`config.mk`:
```
export PLATFORM = sky130hd
export DESIGN_NAME = cpu_datapath
export DESIGN_NICKNAME = d
export VERILOG_FILES = /design/src/rtl/cpu_datapath.sv
export SDC_FILE = /design/constraint.sdc
export NUM_CORES = 1
export LEC_CHECK = 0
export CORE_UTILIZATION = 30
export DETAILED_ROUTE_END_ITERATION = 10
export DONT_BUFFER_PORTS = 1
export GPL_TIMING_DRIVEN = 0
export PLACE_DENSITY = 0.55
export SKIP_LAST_GASP = 1
export SYNTH_ARGS = -nofsm -noshare
export SYNTH_HDL_FRONTEND = slang
export SYNTH_SLANG_ARGS = --single-unit
```
`constraint.sdc`:
```
create_clock -name clk -period 9.1 [get_ports clk]
set_input_delay 0.91 -clock clk [delete_from_list [all_inputs] [get_ports clk]]
set_output_delay 0.91 -clock clk [all_outputs]
set_load 0.01 [all_outputs]
```
`src/rtl/cpu_datapath.sv`:
```
`default_nettype none
// ============================================================================
// Module   : cpu_datapath
// Purpose  : Shared-bus register datapath (AR, PC, DR, TR, IR, R, AC, Z) with
//            an 8-bit ALU. Optional macro BUS_CHECK_EN adds a sticky bus_err
//            output and forces the bus to zero when drivers collide.
// Revision : 1.0  initial release
// ============================================================================
module cpu_datapath #(
    parameter int DATA_W = 8,
    parameter int ADDR_W = 16
) (
    input  logic              clk,
    input  logic              rst,
    input  logic              ARload,
    input  logic              ARinc,
    input  logic              PCload,
    input  logic              PCinc,
    input  logic              DRload,
    input  logic              TRload,
    input  logic              IRload,
    input  logic              Rload,
    input  logic              ACload,
    input  logic              Zload,
    input  logic              PCbus,
    input  logic              DRhbus,
    input  logic              DRlbus,
    input  logic              TRbus,
    input  logic              Rbus,
    input  logic              ACbus,
    input  logic              mem2bus,
    input  logic              bus2mem,
    input  logic [3:0]        alus,
    output logic [ADDR_W-1:0] mem_addr,
    output logic [DATA_W-1:0] mem_wdata,
    output logic              mem_we,
    input  logic [DATA_W-1:0] mem_rdata,
    output logic [DATA_W-1:0] instr,
    output logic              z,
`ifdef BUS_CHECK_EN
    output logic              bus_err,
`endif
    output logic [DATA_W-1:0] ac
);

    localparam logic [DATA_W-1:0] C_ONE_D = DATA_W'(1);
    localparam logic [ADDR_W-1:0] C_ONE_A = ADDR_W'(1);

    logic [ADDR_W-1:0] r_ar;
    logic [ADDR_W-1:0] r_pc;
    logic [DATA_W-1:0] r_dr;
    logic [DATA_W-1:0] r_tr;
    logic [DATA_W-1:0] r_ir;
    logic [DATA_W-1:0] r_r;
    logic [DATA_W-1:0] r_ac;
    logic              r_z;

    logic [ADDR_W-1:0] w_bus_pri;
    logic [ADDR_W-1:0] w_bus;
    logic [DATA_W-1:0] w_b;
    logic [DATA_W-1:0] w_alu;

    always_comb begin
        w_bus_pri = '0;
        if (mem2bus)     w_bus_pri = ADDR_W'(mem_rdata);
        else if (PCbus)  w_bus_pri = r_pc;
        else if (DRhbus) w_bus_pri = ADDR_W'({r_dr, r_tr});
        else if (DRlbus) w_bus_pri = ADDR_W'(r_dr);
        else if (TRbus)  w_bus_pri = ADDR_W'(r_tr);
        else if (Rbus)   w_bus_pri = ADDR_W'(r_r);
        else if (ACbus)  w_bus_pri = ADDR_W'(r_ac);
    end

`ifdef BUS_CHECK_EN
    logic [6:0] w_drv;
    logic       w_multi;
    logic       r_bus_err;

    // More than one bit set <=> clearing the lowest set bit leaves something.
    assign w_drv   = {mem2bus, PCbus, DRhbus, DRlbus, TRbus, Rbus, ACbus};
    assign w_multi = |(w_drv & (w_drv - 7'd1));
    assign w_bus   = w_multi ? '0 : w_bus_pri;
    assign bus_err = r_bus_err;

    always_ff @(posedge clk) begin
        if (!rst)
            r_bus_err <= 1'b0;
        else if (w_multi)
            r_bus_err <= 1'b1;
    end
`else
    assign w_bus = w_bus_pri;
`endif

    assign w_b = w_bus[DATA_W-1:0];

    always_comb begin
        w_alu = r_ac;
        case (alus)
            4'd0:    w_alu = w_b;
            4'd1:    w_alu = r_ac + w_b;
            4'd2:    w_alu = r_ac - w_b;
            4'd3:    w_alu = r_ac + C_ONE_D;
            4'd4:    w_alu = '0;
            4'd5:    w_alu = r_ac & w_b;
            4'd6:    w_alu = r_ac | w_b;
            4'd7:    w_alu = r_ac ^ w_b;
            4'd8:    w_alu = ~r_ac;
            default: w_alu = r_ac;
        endcase
    end

    always_ff @(posedge clk) begin
        if (!rst) begin
            r_ar <= '0;
            r_pc <= '0;
            r_dr <= '0;
            r_tr <= '0;
            r_ir <= '0;
            r_r  <= '0;
            r_ac <= '0;
            r_z  <= 1'b0;
        end else begin
            if (ARload)     r_ar <= w_bus;
            else if (ARinc) r_ar <= r_ar + C_ONE_A;
            if (PCload)     r_pc <= w_bus;
            else if (PCinc) r_pc <= r_pc + C_ONE_A;
            if (DRload)     r_dr <= w_b;
            // TR captures the pre-edge DR even when DR loads on the same edge.
            if (TRload)     r_tr <= r_dr;
            if (IRload)     r_ir <= w_b;
            if (Rload)      r_r  <= w_b;
            if (ACload)     r_ac <= w_alu;
            if (Zload)      r_z  <= (w_alu == '0);
        end
    end

    assign mem_addr  = r_ar;
    assign mem_wdata = w_b;
    assign mem_we    = bus2mem & ~mem2bus;
    assign instr     = r_ir;
    assign z         = r_z;
    assign ac        = r_ac;

endmodule
`default_nettype wire

```
; ---- After elaboration in Yosys (flattened, before gate mapping)
; Cells that the tools add are included.
[totals]
inputBits = 32
output_inout_bits = 42
ff_bits = 73
elab_cells = 43
[op_classes]
bitwise_logic = 6
add_sub_neg = 5
eq_ne = 8
mux = 12
reduce_logical = 4
[op_table]
columns = cell, n
row1 = two-way mux 16 bit, 7
row2 = case mux 8 bit (9 select lines), 1
row3 = adder 16 x 1 -> 16 bit (second input constant), 2
row4 = two-way mux 8 bit, 4
row5 = == test 4 x 3 -> 1 bit (second input constant), 4
row6 = adder 8 x 1 -> 8 bit (second input constant), 1
row7 = adder 8 bit, 1
row8 = AND 8 bit, 1
row9 = == test 4 x 2 -> 1 bit (second input constant), 2
row10 = zero test 8 bit, 1
row11 = inverter 8 bit, 1
row12 = OR 8 bit, 1
row13 = subtractor 8 bit, 1
row14 = bitwise XOR 8 bit, 1
row15 = == test 4 x 1 -> 1 bit (second input constant), 1
row16 = == test 4 bit (second input constant), 1
row17 = zero test 4 bit, 1
row18 = nonzero test 2 bit, 2
row19 = AND 1 bit, 1
row20 = inverter 1 bit, 1

; ---- Longest topological paths before layout
; Gate-level depths: netlist of the first run.
[depth]
depth_word = 10
depth_mapped = 21
depth_no_buf = 19

; ---- Worst setup path before layout of the first run
; OpenSTA, ideal clock, no wires.
[synth_timing]
kind = input to register
from = in ACbus
to = reg r_z (netlist: z)
path_buffers = 1
setup_slack_ns = 4.468
required_time_ns = 9.040
arrival_ns = 4.572
path_stages = 20
path_cell_list = clkbuf_1 nand2_1 o211ai_1 a221oi_2 nor3_2 inv_1 ha_1 nand3b_1 nor2_1 a21oi_1 o22ai_1 ha_1 inv_1 o22ai_1 nor4b_1 a211oi_1 mux2i_1 mux2i_1 a311oi_2 a32o_1
[synth_via]
elab_chain_cells = 10
[synth_lines]
columns = item, line_no
row1 = "start, declared", 30  ; input logic ACbus,
row2 = two-way mux 8 bit *, 71  ; else if (ACbus) w_bus_pri = ADDR_W'(r_ac);
row3 = two-way mux 8 bit *, 70  ; else if (Rbus) w_bus_pri = ADDR_W'(r_r);
row4 = two-way mux 8 bit *, 69  ; else if (TRbus) w_bus_pri = ADDR_W'(r_tr);
row5 = two-way mux 8 bit *, 68  ; else if (DRlbus) w_bus_pri = ADDR_W'(r_dr);
row6 = two-way mux 16 bit *, 67  ; else if (DRhbus) w_bus_pri = ADDR_W'({r_dr, r_tr});
row7 = two-way mux 16 bit *, 66  ; else if (PCbus) w_bus_pri = r_pc;
row8 = two-way mux 16 bit *, 65  ; if (mem2bus) w_bus_pri = ADDR_W'(mem_rdata);
row9 = net mem_wdata[1], 35  ; output logic [DATA_W-1:0] mem_wdata,
row10 = subtractor 8 bit (tied with other cells), 102  ; 4'd2: w_alu = r_ac - w_b;
row11 = case mux 8 bit (9 select lines) *, 99  ; case (alus)
row12 = zero test 8 bit *, 134  ; if (Zload) r_z <= (w_alu == '0);
row13 = "end signal, assigned", 134
row14 = "end, declared", 56  ; logic r_z;
; The timed path passes the listed nets; every way through them passes the cells marked *.
; A chain may end at the register's enable or synchronous reset.

; ---- Final worst setup path of the first run
; Same ends and word-level chain as after synthesis.

==> results of run 1 <==
## synthesized netlist by cell type (all sizes together) (4+ instances only)
| cell | n |
|---|---|
| a211oi | 43 |
| a21o | 4 |
| a21oi | 39 |
| a221oi | 7 |
| a31oi | 7 |
| and2 | 4 |
| and3 | 5 |
| buf | 23 |
| clkbuf | 28 |
| dfxtp | 73 |
| ha | 25 |
| inv | 26 |
| mux2i | 32 |
| nand2 | 62 |
| nand2b | 12 |
| nand3 | 15 |
| nand3b | 4 |
| nand4 | 8 |
| nor2 | 100 |
| nor2b | 16 |
| nor3 | 15 |
| nor3b | 14 |
| o211ai | 10 |
| o21ai | 32 |
| o22ai | 7 |
| o31a | 4 |
| xnor2 | 28 |
| xor2 | 6 |
## critical path: cells and delay by family
family          cells  cell delay, ns
compound gates      8            2.22
fa+ha+maj           2            0.73
buf+inv             3            0.65
mux                 2            0.44
simple gates        5            1.28
## routing by layer
metal  vias to the layer above  GRT usage, %  part of all wire, %
met5                         -             0                    0
met1                      2389         26.14                   46
met2                       134         31.33                   45
met3                        29         4.805                  6.5
li1                       2451             -                    -
met4                         0         5.556                  1.8
## registers in the layout (all words and copies together) (netlist names)
signal	flops
mem_addr	16
z	1
r_tr	8
ac	8
r_r	8
r_dr	8
r_pc	16
instr	8
## logic make-up after synthesis
| kind of cell | Yosys count |
|---|---|
| XOR/XNOR | 34 |
| buffers and inverters | 77 |
| flip-flops | 73 |
| multiplexers | 33 |
| AO/OA/AOI/OAI | 176 |
| adder cells (fa/ha/maj) | 26 |
| AND/OR/NAND/NOR | 266 |
## path summary, 6_finish.rpt
check,end,slack (ns),cells past startpoint
setup / recovery,z$_SDFFE_PN0P_,3.14,20
hold / removal,r_r[6]$_SDFFE_PN0P_,0.49,2
setup reg to reg,z$_SDFFE_PN0P_,3.37,19
hold reg to reg,r_r[6]$_SDFFE_PN0P_,0.49,2
## through the flow
stage	power (W)	setup slack (ns)	utilization [%]	std cells	hold WS, ns
after detailed placement	0.0005981	2.876	32.30	910	0.4771
after global placement	0.0005964	2.894	32.30	910	0.4759
after global routing	0.001004	2.945	34.02	926	0.5217
after floorplan	0.0005351	4.468	-	685	0.4602
after CTS	0.0009577	3.216	34.02	926	0.4845
final	0.0009540	3.138	34.02	926	0.4879
## final cells by class
class | instances | area (um2)
Tap cell | 225 | 281.5
Multi-Input combinational cell | 535 | 3476
Clock buffer | 12 | 246.5
Clock inverter | 4 | 51.30
Inverter | 26 | 97.59
Fill cell | 1869 | 11370
Buffer | 51 | 250.2
Sequential cell | 73 | 1461
## report_power, final
part           internal, W  switching, W
sequential        0.000342     0.0000339
combinational    0.0000829      0.000134
clock             0.000220      0.000141
==> metrics.txt, run 1 <==
status=completed; post-synthesis compound-gate area fraction=a little under a quarter; worst vdd ir=around 0.10 mV; Max FO, Critical Path=9; Post-route DRC=0; Worst Tran Pin Value=about 1.2 ns; vias in the first global route=approximately 4700; # setup viols final=0; commonest cells after routing, fill and taps aside=99 x nor2_1, 73 x dfxtp_1, 62 x nand2_1; RSZ-0062 raised after global routing=false; via density per instance=5.403; Seq/Total Area, Yosys=between 20% and 30%; relative slew slack=about 19%; commonest non-fill, non-tap cell in the layout=nor2_1; diode count=0; clk_skew=between 0.008 and 0.009 ns; cts hold-fix bufs=0; Final Hold Vio Count=0; GP Congestion=between 0.8 and 0.9; crit path DAT=6.25 ns; clk slew on worst S/H paths=approximately 0.050 ns; DR WL/cell=around 19 um; Adder-Cell Fraction of Synth Area=6.297%; Syn Std Cell Area=0.005285 mm2; Synth area leaders=dfxtp_1 28%, nor2_1 7.0%, a211oi_1 6.1%; register bit total from synthesis=between 70 and 80; clock root buffer=clkbuf_16; Final Cycle Share=65.52%; worst hold path type=flop to flop; area post-placement=0.005567 mm2; Max-Cap Viols=0; largest net degree at the start of global routing=13; reg-to-reg startpoint=ac[1]$_SDFFE_PN0P_; port buffer count=0; post-route cell area=between 0.005 and 0.006 mm2; DP HPWL=between 10000 and 15000 um; CP max stage cell=nor3_2; Rows=48; CTS buffer count=9; area grow syn2layout=10.96%; critical path required time=~9.4 ns; antenna violations before repair=0; Max Freq=between 150 and 200 MHz; DIE HEIGHT=~130 um; Antenna Nets Post-Route=0; clk sinks=73; Pleak=between 2 and 2.5 nW; most common flop cell mapped by yosys=dfxtp_1; starting density of the core=30.66%; Cell variety after synth=63; Mean Syn Cell Area=approximately 7.7 um2; first-pass GRT wire length=approximately 27000 um; CTS max path bufs=2; largest family of logic cells by synthesized area=simple AND/OR/NAND/NOR gates; total power divided by cell area=between 150 and 200 mW/mm2; CP Class=input pin to flop; XOR/XNOR Fraction of Synth Area=5.634%; post-synthesis async set-or-reset flop share=0%; layout cells sized above 1=between 6 and 7%; final wirelength=17150 um; core area=around 0.017 mm2; Tot GR Track Use=19.63%; Post-synth EDFFs=0; hold wc startpoint=r_r[6]$_SDFFE_PN0P_; mux cell area share after synthesis=6.274%; DR pass1 iterations=5; CP peak stage delay=between 0.8 and 0.9 ns; clock period minus final worst setup slack=between 5 and 6 ns; Ys Warns=0; drt initial violations=about 250; crit-path cells=clkbuf_1 -> nand2_1 -> o211ai_1 -> a221oi_2 -> nor3_2 -> inv_1 -> ha_1 -> nand3b_1 -> nor2_1 -> a21oi_1 -> o22ai_1 -> ha_1 -> inv_1 -> o22ai_1 -> nor4b_1 -> a211oi_1 -> mux2i_1 -> mux2i_1 -> a311oi_2 -> a32o_1; Critical Path Start Type=input pin; Ports=74; largest area contributor in the netlist=dfxtp_1; Post-Syn Nets=between 700 and 800; post-cts sizing count=0; worst skew pair latency=0.34 ns; GR Overflow Total=0; nets@finish=approximately 750; H-Tree Depth=3; vias=between 5000 and 6000; post-CTS setup buffers=0; simple logic cell fraction of the synthesized area=about a quarter; width of the chip=134.7 um; Post-Syn Instances=approximately 690; CTS tree=yes; Crit. End Element=flop; share of the synthesized area in the top cell type=between 20 and 30%; crit path launch=ACbus; total negative setup slack=0 ns; Final Max Slew Viols=0; Die ar.=0.01815 mm2
Note: power is estimated with default switching activity, not from simulation.
==> inputs of run 2 (changes only) <==
==> constraint.sdc (replaced) <==
create_clock -name clk -period 5.8 [get_ports clk]
set_input_delay 0.58 -clock clk [delete_from_list [all_inputs] [get_ports clk]]
set_output_delay 0.58 -clock clk [all_outputs]
set_load 0.01 [all_outputs]
==> metrics.txt, run 2 (synthesis gave the netlist of run 1 again) <==
Final Max Slew Viols=0 (unchanged); Post-route DRC=0 (unchanged); clk slew on worst S/H paths=0.06 ns (about the same); CTS buffer count=9 (unchanged); Seq. cell area=0.001461 mm2 (unchanged); crit path DAT=5.74 ns (-0.51 ns); critical path required time=6.08 ns (-3.30 ns); Die ar.=0.01815 mm2 (unchanged); total power divided by cell area=254.9 mW/mm2 (+57%); Power, Total=0.001497 W (+57%); nets@finish=754 (unchanged); first-pass GRT wire length=27100 um (unchanged); core area=0.01724 mm2 (unchanged); setup ws final=0.3444 ns (-2.794 ns); DR pass1 iterations=4 (-1); Layout Cells excl Fill=926 (unchanged); r2r setup slk=0.34 ns (-3.03 ns); final hold slack=0.3691 ns (-0.1189 ns); GP Congestion=0.8687 (unchanged); cts hold-fix bufs=0 (unchanged); CP Class=flop to flop; Max Freq=183.3 MHz; commonest non-fill, non-tap cell in the layout=nor2_1; total negative setup slack=0 ns (unchanged); post-CTS setup buffers=0 (unchanged); largest net degree at the start of global routing=13 (unchanged); DP HPWL=12950 um (unchanged); R2R depth=19 (unchanged); Ports=74 (unchanged); port buffer count=0 (unchanged); CTS tree=yes; clock period minus final worst setup slack=approximately 5.5 ns; Crit. End Element=flop; # setup viols final=0 (unchanged); Tot GR Track Use=19.63% (unchanged); Worst Tran Pin Value=0.9073 ns (-0.2987 ns); Antenna Nets Post-Route=0 (unchanged); layout cells sized above 1=6.847% (+0.14 points); vias=5008 (+0.10%); clk sinks=73 (unchanged); Setup WS pre-CTS=-0.09408 ns (-2.970 ns); width of the chip=134.7 um (unchanged); vias in the first global route=4710 (unchanged); worst hold path type=input pin to flop; Final Hold Vio Count=0 (unchanged); # fillers=1866 (-0.16%); RSZ-0062 raised after global routing=false; drt initial violations=247 (-2.0%); CP peak stage delay=0.74 ns (-0.14 ns); final wirelength=17140 um (about the same); CP max stage cell=a211oi_1; diode count=0 (unchanged); Critical Path Start Type=flop; antenna violations before repair=0 (unchanged); worst vdd ir=0.1562 mV (+55%); Rows=48 (unchanged); starting density of the core=30.66% (unchanged); DP Cell Count=910 (unchanged); commonest cells after routing, fill and taps aside=98 x nor2_1, 73 x dfxtp_1, 62 x nand2_1; area grow syn2layout=11.13%; crit-path cells=nand2_1 -> o211ai_1 -> a221oi_2 -> nor2_1 -> inv_1 -> ha_1 -> nand3b_1 -> nor2_1 -> a21oi_1 -> o22ai_1 -> ha_1 -> inv_1 -> o22ai_1 -> nor4b_1 -> a211oi_1 -> mux2i_1 -> mux2i_1 -> a311oi_2 -> a32o_1; Final Cycle Share=approximately 94%; DIE HEIGHT=134.7 um (unchanged); area of the multi-input gates=0.003485 mm2 (+0.25%); Max-Cap Viols=0 (unchanged); Pleak=2.177 nW (about the same); DR WL/cell=18.51 um (about the same); CTS max path bufs=2 (unchanged); H-Tree Depth=3 (unchanged); clk_skew=0.008921 ns (+0.0002999 ns); GR Overflow Total=0 (unchanged); worst hold path stage count=1 (-1); Max FO, Critical Path=7 (-2); status=completed; relative slew slack=39.29% (+20 points); clock root buffer=clkbuf_16; worst skew pair latency=0.34 ns (about the same); via density per instance=5.408 (about the same)
## run 2: cell counts in the layout (fill, tap and decap cells not counted)
No cell type changed its count.
## run 2: layout make-up
| type | instances | area share (%) |
|---|---|---|
| Clock inverter | 4 | 0.8735 |
| Multi-Input combinational cell | 535 | 59.33 |
| Sequential cell | 73 | 24.88 |
| Tap cell | 225 | 4.793 |
| Inverter | 26 | 1.662 |
| Clock buffer | 12 | 4.197 |
| Buffer | 51 | 4.261 |
## run 2: worst paths after layout
check / from / end
min reg2reg: r_r[6]$_SDFFE_PN0P_ / r_r[6]$_SDFFE_PN0P_
min: rst / r_pc[15]$_SDFFE_PN0P_
max reg2reg: ac[0]$_SDFFE_PN0P_ / z$_SDFFE_PN0P_
max: ac[0]$_SDFFE_PN0P_ / z$_SDFFE_PN0P_
## run 2: worst max-delay path, delay by kind of cell (launching register included)
kind	cells	cell delay, ns
compound gates	8	2.17
fa+ha+maj	2	0.75
buf+inv	2	0.43
flops	1	0.54
mux	2	0.41
simple gates	5	1.09
## run 2: power by group
group	switching, W	internal (W)	total (W)
combinational	0.000211	0.000131	0.000342
sequential	0.0000530	0.000536	0.000589
clock	0.000220	0.000346	0.000566
total	0.000485	0.00101	0.00150
## run 2: what timing repair did
item                                   CTS  global route
endpoints found under the hold margin    0             0
resized for setup                        0             2
setup endpoints to repair                0             2
## run 2: metal layers
layer	vias to the layer above	global-route usage [%]	part of all wire, %
met5	-	0	0
met4	0	5.556	1.4
met3	25	4.805	6.6
met2	127	31.33	46
met1	2394	26.14	46
li1	2462	-	-
## run 2: through the flow
stage,utilization [%],instance area (um2)
after global placement,32.30,5567
after global routing,34.07,5873
final,34.07,5873
after CTS,34.02,5864
after detailed placement,32.30,5567
after floorplan,-,5285
==> inputs of run 3 (changes only) <==
--- a/config.mk
+++ b/config.mk
@@ -5,6 +5,7 @@
 export SDC_FILE = /design/constraint.sdc
 export NUM_CORES = 1
 export LEC_CHECK = 0
+export ABC_AREA = 1
 export CORE_UTILIZATION = 30
 export DETAILED_ROUTE_END_ITERATION = 10
 export DONT_BUFFER_PORTS = 1
==> constraint.sdc (replaced) <==
create_clock -name clk -period 5.74 [get_ports clk]
set_input_delay 0.574 -clock clk [delete_from_list [all_inputs] [get_ports clk]]
set_output_delay 0.574 -clock clk [all_outputs]
set_load 0.01 [all_outputs]
==> metrics.txt, run 3 <==
total power divided by cell area=260.2 mW/mm2 (+2.1%); status=completed; most common flop cell mapped by yosys=dfxtp_1; DR WL/cell=16.15 um (-13%); most frequent cell after synthesis=nand2_1; Post-route DRC=0 (unchanged); relative slew slack=51.78% (+12 points); Worst Tran Pin Value=0.7207 ns (-0.1866 ns); DR pass1 iterations=5 (+1); # fillers=1844 (-1.2%); diode count=0 (unchanged); Layout Cells excl Fill=1021 (+10%); drt initial violations=343 (+39%); post-synthesis async set-or-reset flop share=0% (unchanged); Critical Path Start Type=flop; clk sinks=73 (unchanged); largest net degree at the start of global routing=13 (unchanged); Final Max Slew Viols=0 (unchanged); critical path required time=5.94 ns (-0.14 ns); Crit. End Element=flop; clock root buffer=clkbuf_16; Post-Route Utilization=34.60% (+0.52 points); Ys Warns=0 (unchanged); clock period minus final worst setup slack=3.978 ns (-1.478 ns); Max FO, Critical Path=8 (+1); Synth area leaders=dfxtp_1 28%, nand2_1 12%, inv_1 8.1%; clk_skew=0.005668 ns (-0.003252 ns); GR Overflow Total=0 (unchanged); H-Tree Depth=3 (unchanged); Cell variety after synth=46 (-27%); Pleak=2.469 nW (+13%); CTS max path bufs=2 (unchanged); CP Class=flop to flop; Max Freq=251.4 MHz (+37%); vias in the first global route=4864 (+3.3%); total negative setup slack=0 ns (unchanged); post-CTS setup buffers=0 (unchanged); Seq/Total Area, Yosys=28.25% (+0.60 points); nets@finish=855 (+13%); commonest non-fill, non-tap cell in the layout=nand2_1; Rows=47 (-2.1%); cts hold-fix bufs=0 (unchanged); first-pass GRT wire length=26700 um (-1.5%); DP Cell Count=1006 (+11%); Max-Cap Viols=0 (unchanged); worst skew pair latency=0.34 ns (about the same); port buffer count=0 (unchanged); area grow syn2layout=11.68%; Ports=74 (unchanged); # setup viols final=0 (unchanged); post-cts sizing count=0 (unchanged); top cells by count, synth=165 x nand2_1, 111 x inv_1, 76 x a21oi_1; CTS buffer count=9 (unchanged); RSZ-0062 raised after global routing=false; core area=0.01670 mm2 (-3.1%); Final Hold Vio Count=0 (unchanged); via density per instance=5.087 (-5.9%); vias=5194 (+3.7%); worst hold path type=input pin to flop; Post-synth EDFFs=0 (unchanged); CTS tree=yes; largest area contributor in the netlist=dfxtp_1; antenna violations before repair=0 (unchanged); starting density of the core=30.98% (+0.32 points); Die ar.=0.01777 mm2 (-2.1%); Antenna Nets Post-Route=0 (unchanged); Syn Std Cell Area=0.005174 mm2 (-2.1%); Mean Syn Cell Area=6.582 um2 (-15%); Post-Syn Nets=844 (+14%); final wirelength=16490 um (-3.8%); clk slew on worst S/H paths=0.06 ns (about the same); Tot GR Track Use=19.38% (-0.25 points); worst vdd ir=0.1941 mV (+24%); Final Cycle Share=69.29% (-25 points); Post-Syn Instances=786 (+15%); width of the chip=133.3 um (-1.0%); register bit total from synthesis=73 (unchanged); DP HPWL=12280 um (-5.2%); share of the synthesized area in the top cell type=28.25% (+0.60 points); commonest cells after routing, fill and taps aside=165 x nand2_1, 111 x inv_1, 76 x a21oi_1; Power, Total=0.001503 W (+0.42%); DIE HEIGHT=133.3 um (-1.0%); layout cells sized above 1=8.240% (+1.4 points); GP Congestion=0.8699 (+0.14%); crit path DAT=4.18 ns (-1.56 ns)
## run 3: cell types whose count changed after synthesis, moves of 23 or more
cell      previous run  this run
xnor2_1             28         5
inv_1               23       111
a211oi_1            43         8
mux2i_1             32         0
o21ai_0             31        62
nand2_1             62       165
nor2_1              99        51
a21oi_1             39        76
## run 3: cell type report
| class | instances | area [um2] | area share [%] |
|---|---|---|---|
| Buffer | 31 | 167.7 | 2.902 |
| Clock buffer | 11 | 252.7 | 4.374 |
| Clock inverter | 4 | 76.32 | 1.321 |
| Inverter | 127 | 481.7 | 8.337 |
| Multi-Input combinational cell | 555 | 3063 | 53.01 |
| Sequential cell | 73 | 1461 | 25.29 |
| Tap cell | 220 | 275.3 | 4.764 |
## run 3: per-layer routing
| metal | wire (um) | global-route usage (%) |
|---|---|---|
| met4 | 301 | 5.556 |
| met2 | 7397 | 31.11 |
| met5 | 0 | 0 |
| met3 | 1124 | 5.518 |
| met1 | 7665 | 25.17 |
## run 3: worst max-delay path, stage by stage (launching register included)
cell	delay [ns]
dfxtp_1	0.59
nand2_1	0.11
nand2_1	0.08
nand3_1	0.08
nand2_1	0.07
nand2_1	0.04
nand2_1	0.05
nand2_1	0.05
nand2_2	0.27
inv_2	0.15
ha_1	0.22
inv_1	0.06
nor3_1	0.06
or2_0	0.22
nand3_1	0.07
o21ai_0	0.11
ha_1	0.37
a21oi_1	0.08
o311ai_0	0.41
xor2_1	0.22
inv_1	0.06
nand3_1	0.08
nand3_1	0.08
nand2_1	0.08
nand2_1	0.07
nand2_1	0.08
a21oi_2	0.05
## run 3: kinds of logic (layout without fill, tap and decap cells)
kind of cell	Yosys count	count (layout)	synth area share [%]
compound gates	219	219	24.84
flops	73	73	28.25
xor+xnor	15	15	2.539
simple gates	295	295	25.39
buf+inv	158	173	12.55
fa+ha+maj	26	26	6.433
## run 3: final timing paths
path	start	end	slack, ns	cells after the start
worst min-delay path	DRload	r_dr[2]$_SDFFE_PN0P_	0.32	1
worst max register to register	ac[0]$_SDFFE_PN0P_	z$_SDFFE_PN0P_	1.76	26
worst max-delay path	ac[0]$_SDFFE_PN0P_	z$_SDFFE_PN0P_	1.76	26
worst min register to register	r_r[7]$_SDFFE_PN0P_	r_r[7]$_SDFFE_PN0P_	0.50	2
## run 3: stage by stage
step	hold WS, ns	area (um2)	setup slack, ns
2_1_floorplan	0.4495	5174	2.357
3_3_place_gp	0.4804	5449	1.645
3_5_place_dp	0.4900	5449	1.658
4_1_cts	0.3143	5778	1.791
5_1_grt	0.3188	5778	1.412
6_report	0.3207	5778	1.762
## run 3: report_power, final
part	internal (W)	total (W)	switching, W
Clock	0.000402	0.000623	0.000220
Combinational	0.0000956	0.000294	0.000198
Sequential	0.000541	0.000587	0.0000460
